File: config.mk
export PLATFORM = sky130hd
export DESIGN_NAME = seq_adder
export DESIGN_NICKNAME = d
export VERILOG_FILES = /design/src/rtl/seq_adder.sv
export SDC_FILE = /design/constraint.sdc
export NUM_CORES = 1
export LEC_CHECK = 0
export ABC_AREA = 0
export ABC_CLOCK_PERIOD_IN_PS = 3700
export BUFFER_PORTS_ARGS = -buffer_cell sky130_fd_sc_hd__buf_4
export CORE_MARGIN = 2
export CORE_UTILIZATION = 40
export CTS_CLUSTER_DIAMETER = 100
export DETAILED_ROUTE_END_ITERATION = 12
export MAX_ROUTING_LAYER = met4
export RECOVER_POWER = 50
export SYNTH_ARGS = -nofsm -noshare
export SYNTH_HDL_FRONTEND = slang
export SYNTH_SLANG_ARGS = --single-unit
File: constraint.sdc
create_clock -name clk -period 3.7 [get_ports clk]
set_clock_uncertainty 0.2 [all_clocks]
set_input_delay 0 -clock clk [delete_from_list [all_inputs] [get_ports clk]]
set_output_delay 0 -clock clk [all_outputs]
set_load 0.02 [all_outputs]
File: src/rtl/seq_adder.sv
// seq_adder: multi-cycle adder/subtractor, seg bits per clock with the carry held in a register.
// Define ADDER_OVF_EN to add the registered signed-overflow output ovf.
module seq_adder #(
    parameter int unsigned nbit = 8,
    parameter int unsigned seg  = 2
) (
    input  logic            clk,
    input  logic            rst_n,
    input  logic            start,
    input  logic            sub,
    input  logic [nbit-1:0] a,
    input  logic [nbit-1:0] b,
    output logic            busy,
    output logic            done,
    output logic [nbit-1:0] s,
    output logic            cout
`ifdef ADDER_OVF_EN
    ,
    output logic            ovf
`endif
);

    localparam int unsigned K  = (seg == 0) ? 1 : nbit / seg;
    localparam int unsigned IW = (K > 1) ? $clog2(K) : 1;
    localparam logic [IW-1:0] LastIdx = IW'(K - 1);

    if (nbit < 1 || seg < 1 || ((seg == 0) ? 1 : nbit % seg) != 0) begin : g_bad_param
        $error("seq_adder: nbit must be >= 1 and an integer multiple of seg");
    end

    typedef enum logic [1:0] {StIdle, StAdd, StDone} state_e;

    state_e          state;
    logic [nbit-1:0] opa;
    logic [nbit-1:0] opb;
    logic [nbit-1:0] acc;
    logic            carry;
    logic [IW-1:0]   idx;

    logic [seg:0]    seg_sum;
    logic [nbit-1:0] acc_next;

    // The final segment is merged here so s can be loaded on the same edge it is computed.
    always_comb begin
        seg_sum  = {1'b0, opa[idx*seg +: seg]} + {1'b0, opb[idx*seg +: seg]}
                 + {{seg{1'b0}}, carry};
        acc_next = acc;
        acc_next[idx*seg +: seg] = seg_sum[seg-1:0];
    end

    always_ff @(posedge clk or negedge rst_n) begin
        if (!rst_n) begin
            state <= StIdle;
            busy  <= 1'b0;
            done  <= 1'b0;
            s     <= '0;
            cout  <= 1'b0;
            opa   <= '0;
            opb   <= '0;
            acc   <= '0;
            carry <= 1'b0;
            idx   <= '0;
`ifdef ADDER_OVF_EN
            ovf   <= 1'b0;
`endif
        end else begin
            done <= 1'b0;
            case (state)
                StIdle, StDone: begin
                    if (start) begin
                        opa   <= a;
                        opb   <= sub ? ~b : b;
                        carry <= sub;
                        idx   <= '0;
                        busy  <= 1'b1;
                        state <= StAdd;
                    end else begin
                        state <= StIdle;
                    end
                end
                StAdd: begin
                    acc   <= acc_next;
                    carry <= seg_sum[seg];
                    if (idx == LastIdx) begin
                        state <= StDone;
                        busy  <= 1'b0;
                        done  <= 1'b1;
                        s     <= acc_next;
                        cout  <= seg_sum[seg];
`ifdef ADDER_OVF_EN
                        ovf   <= (opa[nbit-1] == opb[nbit-1]) &&
                                 (acc_next[nbit-1] != opa[nbit-1]);
`endif
                    end else begin
                        idx <= idx + 1'b1;
                    end
                end
                default: begin
                    state <= StIdle;
                    busy  <= 1'b0;
                end
            endcase
        end
    end

endmodule

==> run summary <==
Startpoint Class -> flop
max incr delay on CP -> 0.68 ns
clock buffer depth -> 2
max-slew violations -> 41
crit path buf inv count -> 0
Avg Inst Size Synth -> 11.8 um2
Syn Inst Count -> 163
placed cells -> 237
DRC viols -> 0
setup bufs post-CTS -> 0
Synth Area in Adders -> 5.98%
proportion of synthesized area in mux cells -> 10.5%
final global-route overflow total -> 0
final hold violations -> 0
antenna-violating nets left -> 0
Worst Setup End Kind -> flop
clock latency at the later pin of the worst-skew pair -> 0.28 ns
Critical R2R Launch -> idx[0]$_DFFE_PN0P_
pin count of the biggest net entering global routing -> 41
CP required -> 3.71 ns
Final nets -> 245
Reg2Reg Setup Slack -> 0.78 ns
Synth cell types -> 27
pwr/cell area -> 826 mW/mm2
cts-stage hold buffer count -> 27
die width -> 73.4 um
Worst EP arrival -> 2.93 ns
die area -> 0.00538 mm2
vias in the first global route -> 1434
first drt pass iteration count -> 4
Seq cells post-synth -> 40
final worst slack -> 0.777 ns
Syn. warnings -> 0
Cell Count, Final, Fillers Out -> 271
Comb power frac -> 49.1%
final instance area -> 0.00248 mm2
largest family of logic cells by synthesized area -> simple AND/OR/NAND/NOR gates
commonest non-fill, non-tap cell in the layout -> dfrtp_1
failing checks -> capacitance limit, slew limit
Pint -> 1.22 mW
sequential area share after synthesis -> 52.0%
Tot GR Track Use -> 16.0%
Rel. slew slack -> -39.3%
core area -> 0.00469 mm2
Initial Util -> 41.0%
Synth Area in Compound Gates -> 11.4%
CP Class -> flop to flop
Via Count -> 1384
Rows -> 25
RSZ-0062 raised after global routing -> no
Clock Root Buffer -> clkbuf_8
WL/cell -> 13.3 um
setup violators final -> 0
Hold EP -> opa[6]$_DFFE_PN0P_
DR iter-0 viols -> 99
Clk pwr share -> 13.1%
area growth from synthesis to layout -> 28.8%
hold depth -> 3
chip height -> 73.4 um
via/cell ratio -> 5.11
Yosys top cell by area -> dfrtp_1
worst hold-check path type -> input port to flop
end-of-flow core utilization -> 52.8%
outcome -> finished, violations left
first-pass GRT wire length -> 6350 um
filler cell count -> 430
Fmax -> 0.342 GHz
pre-CTS WS -> 0.796 ns
total CTS buffers -> 5
top cells by area, synth -> dfrtp_1 52%, mux2_2 4.7%, mux4_2 4.7%
Max IR drop VDD -> 0.000409 V
NetSw -> 0.827 mW
most frequent cells in the layout -> 40 x dfrtp_1, 27 x dlygate4sd3_1, 24 x buf_4
Critical R2R Capture -> s[7]$_DFFE_PN0P_
TNS Setup -> 0 ns
RePlAce Congestion -> 0.765
Max Cap Viol -> 1
pin slew with the least headroom to its limit -> 2.09 ns
switching share of power -> 40.4%
CTS resizes -> 0
CTS tree -> built
IO Pins -> 31
slowest library cell on the worst path -> fa_1
hold path start -> a[6]
xor/xnor share of the synthesized area -> 3.64%
final WL -> 3620 um
Worst-path clk slew -> 0.07 ns
period utilization -> 79.0%
delay-heaviest family, CP -> adder cells
hpwl dp -> 2420 um
share of power burned in registers -> 37.8%
top cell type's share of synthesized area -> 52.0%
DP Area -> 0.00215 mm2
leak pwr -> 1.11 nW
CP cell instances -> mux4_2 > fa_1 > fa_1 > a21oi_1 > a21oi_1
fin crit period -> 2.92 ns
Port Buffers -> 30
initial antenna violation count -> 0
Post-Syn Nets -> 191
R2R cell count -> 5
Antenna diodes -> 0
clock sink count -> 40
layout cell share with drive strength beyond 1 -> 20.7%
# H-tree levels -> 2
Worst Path Max Fanout -> 14
simple-gate share of the synthesized area -> 12.5%
post-synthesis cell area -> 0.00192 mm2
## synth_stat cells
library cell  count
a21oi_1          16
a32o_1            8
and2b_1           1
and3b_1           2
and4b_1           1
and4bb_2          3
buf_2             3
buf_4             4
buf_6             1
clkbuf_1          2
dfrtp_1          40
fa_1              2
ha_1              6
inv_1             3
mux2_1            1
mux2_2            8
mux2i_1           1
mux4_2            4
nand2_1          15
nand2b_1          1
nand3_1           2
nor2_1           10
nor2b_1           8
o21ai_0          11
o21ai_1           1
or3b_1            1
xnor2_1           8
## power groups by stage
stage	logic, mW	clock network (mW)	registers [mW]
floorplan	0.695	0	0.804
global placement	0.970	0	0.780
detailed placement	1.00	0	0.788
CTS	1.03	0.281	0.778
global route	1.13	0.301	0.808
finish	1.01	0.269	0.773
## metrics by stage
step	hold WS [ns]	power, mW
floorplan	-0.496	1.50
global placement	-0.202	1.75
detailed placement	-0.188	1.79
CTS	0.0432	2.09
global route	0.283	2.24
finish	0.284	2.05
## routing by layer
layer	global-route usage, %	share of wire [%]	up-vias
li1	-	-	679
met1	17.2	42	668
met2	29.2	53	32
met3	4.53	4.3	5
met4	3.64	0.80	0
met5	-	0	-
## cell families (layout without fill, tap and decap cells)
group                      count (synthesis)  count (layout)
DFF                                       40              40
adders and majority gates                  8               8
xor gates and xnor gates                   8               8
and+or+nand+nor                           44              44
AOI/OAI and AO/OA                         36              36
muxes                                     14              14
buffers and inverters                     13              67
## worst min-delay path, cell delays in order
cell	delay, ns
dlygate4sd3_1	0.52
buf_4	0.09
mux2_2	0.12
## registers in the layout, summed over array words and instances, names as in the netlist
register and cells:
acc 8, busy 1, carry 1, cout 1, done 1, idx 2, opa 8, opb 8
s 8, state 2
## final cells by class
type	instances	area (um2)	area share [%]
Tap cell	54	67.6	2.73
Multi-Input combinational cell	110	848	34.2
Clock buffer	6	72.6	2.93
Sequential cell	40	1000	40.4
Clock inverter	1	5.00	0.202
Inverter	3	11.3	0.454
Timing Repair Buffer	57	473	19.1
## how the worst max path moves through the flow
stage | to | startpoint | depth (start not counted)
after floorplan | s[1]$_DFFE_PN0P_ | idx[0]$_DFFE_PN0P_ | 7
after global placement | s[7]$_DFFE_PN0P_ | idx[0]$_DFFE_PN0P_ | 5
after detailed placement | s[7]$_DFFE_PN0P_ | idx[0]$_DFFE_PN0P_ | 5
after CTS | s[5]$_DFFE_PN0P_ | idx[0]$_DFFE_PN0P_ | 5
after global routing | s[5]$_DFFE_PN0P_ | idx[0]$_DFFE_PN0P_ | 5
final | s[7]$_DFFE_PN0P_ | idx[0]$_DFFE_PN0P_ | 5
Note: power is estimated with default switching activity, not from simulation.
